[src/rtl/uart_word_rx.sv]
// uart_word_rx: UART receiver packing characters into words; define UART_WORD_RX_ERR_CNT_EN to build err_count
module uart_word_rx #(
  parameter int CLKS_PER_BIT   = 10,
  parameter int DATA_BITS      = 8,
  parameter int PARITY_MODE    = 1,
  parameter int BYTES_PER_WORD = 4,
  parameter int TIMEOUT_BITS   = 32
) (
  input  logic                                clk,
  input  logic                                rst,
  input  logic                                rx,
  output logic [DATA_BITS*BYTES_PER_WORD-1:0] word_data,
  output logic                                word_valid,
  input  logic                                word_ready,
  output logic                                parity_err,
  output logic                                frame_err,
  output logic                                overrun,
  output logic                                timeout,
  output logic [15:0]                         err_count
);
  localparam int CW = $clog2(CLKS_PER_BIT) + 1;
  localparam int TW = $clog2(TIMEOUT_BITS*CLKS_PER_BIT) + 1;
  localparam int IW = $clog2(BYTES_PER_WORD) + 1;
  localparam int WW = DATA_BITS*BYTES_PER_WORD;
  localparam logic [2:0] IDLE = 3'd0, START = 3'd1, DATA = 3'd2, PARITY = 3'd3, STOP = 3'd4;
  localparam logic [CW-1:0] HALF = CW'(CLKS_PER_BIT/2);
  localparam logic [CW-1:0] FULL = CW'(CLKS_PER_BIT-1);
  localparam logic [TW-1:0] TO_LAST = TW'(TIMEOUT_BITS*CLKS_PER_BIT-1);
  localparam logic [IW-1:0] LAST = IW'(BYTES_PER_WORD-1);
  localparam logic [3:0] NB_LAST = 4'(DATA_BITS-1);
  logic                 r_rx_m, r_rx_s;
  logic [2:0]           r_state;
  logic [CW-1:0]        r_cnt;
  logic [3:0]           r_nbit;
  logic [DATA_BITS-1:0] r_shift;
  logic                 r_par;
  logic [WW-1:0]        r_pack, w_pack;
  logic [IW-1:0]        r_byte_idx;
  logic [TW-1:0]        r_to_cnt;
  logic w_tick, w_start, w_stop_smp, w_par_ok, w_good, w_last, w_complete, w_to_active;
  assign w_tick      = r_cnt == '0;
  assign w_start     = r_state == IDLE && !r_rx_s;
  assign w_stop_smp  = r_state == STOP && w_tick;
  assign w_par_ok    = (PARITY_MODE == 0) ? 1'b1 : ((^r_shift ^ r_par) == (PARITY_MODE == 1));
  assign w_good      = w_par_ok && r_rx_s;
  assign w_last      = r_byte_idx == LAST;
  assign w_complete  = w_stop_smp && w_good && w_last;
  assign w_to_active = r_state == IDLE && r_byte_idx != '0 && !w_start;
  always_comb begin
    w_pack = r_pack;
    w_pack[int'(r_byte_idx)*DATA_BITS +: DATA_BITS] = r_shift;
  end
  always_ff @(posedge clk) begin
    if (rst) begin
      r_rx_m <= 1'b1;
      r_rx_s <= 1'b1;
    end else begin
      r_rx_m <= rx;
      r_rx_s <= r_rx_m;
    end
  end
  // Every sampling state counts down to zero and samples rx_s on the zero cycle
  always_ff @(posedge clk) begin
    if (rst) begin
      r_state <= IDLE;
      r_cnt   <= '0;
      r_nbit  <= '0;
      r_shift <= '0;
      r_par   <= 1'b0;
    end else begin
      case (r_state)
        IDLE: if (!r_rx_s) begin
          r_state <= START;
          r_cnt   <= HALF;
        end
        START: if (w_tick) begin
          r_state <= r_rx_s ? IDLE : DATA;
          r_cnt   <= FULL;
          r_nbit  <= '0;
        end else r_cnt <= r_cnt - 1'b1;
        DATA: if (w_tick) begin
          r_shift <= {r_rx_s, r_shift[DATA_BITS-1:1]};
          r_cnt   <= FULL;
          r_nbit  <= r_nbit + 1'b1;
          if (r_nbit == NB_LAST) r_state <= (PARITY_MODE == 0) ? STOP : PARITY;
        end else r_cnt <= r_cnt - 1'b1;
        PARITY: if (w_tick) begin
          r_par   <= r_rx_s;
          r_state <= STOP;
          r_cnt   <= FULL;
        end else r_cnt <= r_cnt - 1'b1;
        STOP: if (w_tick) r_state <= IDLE;
        else r_cnt <= r_cnt - 1'b1;
        default: r_state <= IDLE;
      endcase
    end
  end
  always_ff @(posedge clk) begin
    if (rst) begin
      r_pack     <= '0;
      r_byte_idx <= '0;
      r_to_cnt   <= '0;
      word_data  <= '0;
      word_valid <= 1'b0;
      parity_err <= 1'b0;
      frame_err  <= 1'b0;
      overrun    <= 1'b0;
      timeout    <= 1'b0;
    end else begin
      parity_err <= w_stop_smp && !w_par_ok;
      frame_err  <= w_stop_smp && !r_rx_s;
      overrun    <= 1'b0;
      timeout    <= 1'b0;
      if (w_stop_smp) begin
        if (!w_good || w_last) r_byte_idx <= '0;
        else begin
          r_pack     <= w_pack;
          r_byte_idx <= r_byte_idx + 1'b1;
        end
      end
      if (w_to_active) begin
        r_to_cnt <= (r_to_cnt == TO_LAST) ? '0 : r_to_cnt + 1'b1;
        if (r_to_cnt == TO_LAST) begin
          timeout    <= 1'b1;
          r_byte_idx <= '0;
        end
      end else r_to_cnt <= '0;
      // A word finishing during the handshake of the held one replaces it
      if (w_complete) begin
        if (!word_valid || word_ready) begin
          word_data  <= w_pack;
          word_valid <= 1'b1;
        end else overrun <= 1'b1;
      end else if (word_valid && word_ready) word_valid <= 1'b0;
    end
  end
`ifdef UART_WORD_RX_ERR_CNT_EN
  always_ff @(posedge clk) begin
    if (rst) err_count <= '0;
    else if ((parity_err | frame_err | overrun | timeout) && err_count != 16'hFFFF) err_count <= err_count + 16'd1;
  end
`else
  assign err_count = '0;
`endif
endmodule

[config.mk]
export PLATFORM = sky130hd
export DESIGN_NAME = uart_word_rx
export DESIGN_NICKNAME = d
export VERILOG_FILES = /design/src/rtl/uart_word_rx.sv
export SDC_FILE = /design/constraint.sdc
export NUM_CORES = 1
export LEC_CHECK = 0
export ABC_AREA = 1
export CAP_MARGIN = 20
export CORE_ASPECT_RATIO = 0.5
export CORE_UTILIZATION = 40
export CTS_CLUSTER_SIZE = 8
export DETAILED_ROUTE_END_ITERATION = 7
export GPL_TIMING_DRIVEN = 0
export PLACE_DENSITY = 0.59
export SYNTH_ARGS = -nofsm -noshare
export SYNTH_HDL_FRONTEND = slang
export SYNTH_SLANG_ARGS = --single-unit
export TNS_END_PERCENT = 10
[constraint.sdc]
create_clock -name clk -period 4.4 [get_ports clk]
set_clock_uncertainty 0.15 [all_clocks]
set_input_delay 1.1 -clock clk [delete_from_list [all_inputs] [get_ports clk]]
set_output_delay 1.1 -clock clk [all_outputs]
set_load 0.02 [all_outputs]
==> key figures <==
Status
  • Outcome: finished clean

Synthesis
  • Yosys reg bits: 105
  • Syn_area_per_cell: 6.95 µm²
  • Ys Warns: 0
  • Post-Syn Area: 4990 µm²
  • Yosys cell types: 36
  • Cell taking the most area after synthesis: dfxtp_1
  • Post-synth top area share: 0.421
  • Mapped Cells: 719
  • Sequential area share after synthesis: 0.421
  • Synth top area cells: dfxtp_1, nor2_1, nand2_1

Timing
  • Pins Over Slew Limit: 0
  • RSZ-0062 raised after global routing: false
  • Hold Fails Final Rpt: 0
  • Final period utilization: 0.597
  • Final setup fails: 0
  • Max Clk Rate: 0.381 GHz
  • Post-route minimum period: 2.63 ns
  • Final setup TNS: 0 ns

Clock network
  • CTS max path bufs: 2
  • Num CTS Buffers: 9
  • Clk sink count: 105
  • H-Tree Depth: 3
  • Clk_lat worst skew: 0.34 ns
  • CTS Root Cell: clkbuf_16
  • Clk slew on worst S/H paths: 0.07 ns
  • Post-CTS Setup Bufs: 0
  • Hold buffers post-CTS: 0
  • Post-CTS sizing: 0
  • CTS tree: yes

Die
  • Die area: 13,000 µm²
  • Row count: 28
  • Die Height: 81.0 µm
  • IO Count: 57
  • Initial Util: 0.417
  • Die width: 160 µm
  • CORE AREA: 12,000 µm²

Global route
  • Gr ovfl total: 0
  • Vias in the first global route: 4,030
  • GRT Resource Usage Total: 0.191
  • Antenna violations before repair: 0
  • First-pass GRT wire length: 19,500 µm
  • Largest net degree at the start of global routing: 17

Placement
  • DPL Wire Length: 8440 µm
  • Routability Congestion: 0.813
  • Number of buffers added on ports: 40
  • # placed instances: 939

Power
  • Internal power: 1730 µW
  • Sequential power share: 0.406
  • Sw frac: 0.345
  • Leakage: 0.00262 µW
  • Combinational share of power: 0.267
  • Max VDD drop: 0.212 mV
  • Sw Pwr: 912 µW
  • Clock power frac: 0.327
  • Pwr per Cell Area: 442 nW/µm²

Detailed routing
  • Post-DR vias/cell: 4.62
  • Routed via count: 4,412
  • Total Wirelength: 11,600 µm
  • Residual DRC count: 0
  • Drt first-iter violations: 293
  • Avg WL per Cell: 12.2 µm
  • First-pass detailed-route iteration total: 5
  • Antenna-violating nets left: 0

Final layout
  • ANT cells: 0
  • Final net count: 796
  • Share of cells above drive strength 1: 0.0798
  • Multi-input gate area: 2280 µm²
  • Reg area: 2100 µm²
  • Fillers: 1,240
  • Area grow syn2layout: 19.7%
  • Final non-filler cell total: 954

Hold path
  • Hold Startpoint: r_rx_m
  • Hold/Removal Path Class: reg -> reg
  • Worst hold path cell count: 1

Setup path
  • CP Class: reg -> reg
  • CP arrival: 2.72 ns
  • Crit path max fanout: 10
  • CP required: 4.49 ns
  • FF-to-FF Start: r_byte_idx[0]
  • Setup crit start: r_byte_idx[0]
  • Worst R2R Path Depth: 12
  • Startpoint types: register
  • CP endpoint kind: register

Run
  • Maxcap violations: 0
==> power by group through the flow <==
| stage | sequential (µW) | combinational [µW] | clock [µW] |
|---|---|---|---|
| 2_1_floorplan | 1060 | 551 | 0 |
| 4_1_cts | 1070 | 709 | 892 |
| 3_5_place_dp | 1090 | 705 | 0 |
| 6_report | 1070 | 705 | 864 |
| 3_3_place_gp | 1090 | 692 | 0 |
| 5_1_grt | 1080 | 795 | 928 |
==> layout by cell type (no fill, tap or decap), types with 2 or more instances in the layout <==
master,instances
nand3_1,18
or2_2,2
ha_1,7
nand3b_1,2
clkdlybuf4s50_1,40
clkinv_2,2
nor2_1,155
a31oi_1,2
clkbuf_1,15
clkinvlp_4,2
buf_2,6
bufinv_16,2
inv_2,9
nand4_1,36
o21a_1,9
xor2_1,9
nor3_1,4
nand2_2,2
buf_4,16
a21oi_1,25
conb_1,16
nor2_4,3
clkbuf_16,9
inv_1,87
o21ai_0,58
nand2_1,112
buf_6,6
dfxtp_1,105
buf_1,6
o21ai_1,13
==> synthesized netlist by cell type <==
cell and count:
nor2_4 3, nand4_2 1, xor2_1 9, buf_2 6, and2_1 1, nor3_1 4, inv_2 9, nand2_1 112
nand4_1 36, o21ai_1 13, clkinv_1 1, nand2_2 2, clkinv_2 1, o21bai_1 1, a211oi_1 1, a31oi_1 2
dfxtp_1 105, a21oi_1 25, conb_1 1, o211ai_1 1, o21a_1 9, buf_6 6, nand3b_1 2, nor2_1 155
nand2_4 1, inv_1 87, or2_2 2, o21ai_0 58, o22ai_1 1, nor2_8 1, buf_4 16, clkbuf_1 15
and3_1 1, ha_1 7, nand3_1 18, buf_1 6
==> cell families after synthesis <==
logic type,after synthesis,synth area share
flops,105,0.421
simple gates,339,0.294
other cells,1,0.000751
xor+xnor,9,0.0158
compound gates,111,0.118
buf+inv,147,0.133
fa+ha+maj,7,0.0175
==> metrics by stage <==
step	instance area [µm²]	power (µW)	utilization	worst slack, ns	hold slack, ns
5_1_grt	5980	2800	0.499	1.47	0.282
6_report	5980	2640	0.499	1.77	0.263
2_1_floorplan	5050	1610	-	2.20	0.239
3_3_place_gp	5660	1780	0.472	1.52	0.245
3_5_place_dp	5660	1800	0.472	1.49	0.248
4_1_cts	5980	2670	0.499	1.78	0.264
==> critical path: stages, from the launching register on <==
cell	delay [ns]
dfxtp_1	0.40
inv_1	0.12
ha_1	0.21
ha_1	0.26
inv_1	0.05
nor2_1	0.16
nand4_1	0.36
clkbuf_1	0.34
nand2_1	0.11
o21a_1	0.14
inv_1	0.04
o21ai_0	0.14
nor2_1	0.05
==> state kept, by name (all words and copies together) (netlist names), 3 cells and up <==
| register | count |
|---|---|
| r_byte_idx | 3 |
| r_cnt | 5 |
| r_nbit | 4 |
| r_pack | 32 |
| r_shift | 8 |
| r_state | 3 |
| r_to_cnt | 10 |
| word_data | 32 |
==> worst paths after layout <==
| kind | endpoint | slack [ns] |
|---|---|---|
| setup / recovery | r_pack[23] | 1.77 |
| hold / removal | r_rx_s | 0.26 |
| setup reg to reg | r_pack[23] | 1.77 |
| hold reg to reg | r_rx_s | 0.26 |
==> layer usage <==
layer  share of wire  vias to the layer above  track usage
met5               0                        -            0
li1                -                     2374            -
met3           0.045                       12       0.0388
met1            0.53                     1942        0.259
met4           0.014                        0       0.0571
met2            0.42                       84        0.310
==> final cells by class <==
class / count / share of cell area
tap: 165 / 0.0345
timing repair buffer: 40 / 0.0670
inverter: 98 / 0.0618
clock inverter: 5 / 0.0134
clock buffer: 10 / 0.0400
multi-input combinational: 482 / 0.382
buffer: 49 / 0.0496
sequential: 105 / 0.352
(Power assumes the default switching activity.)
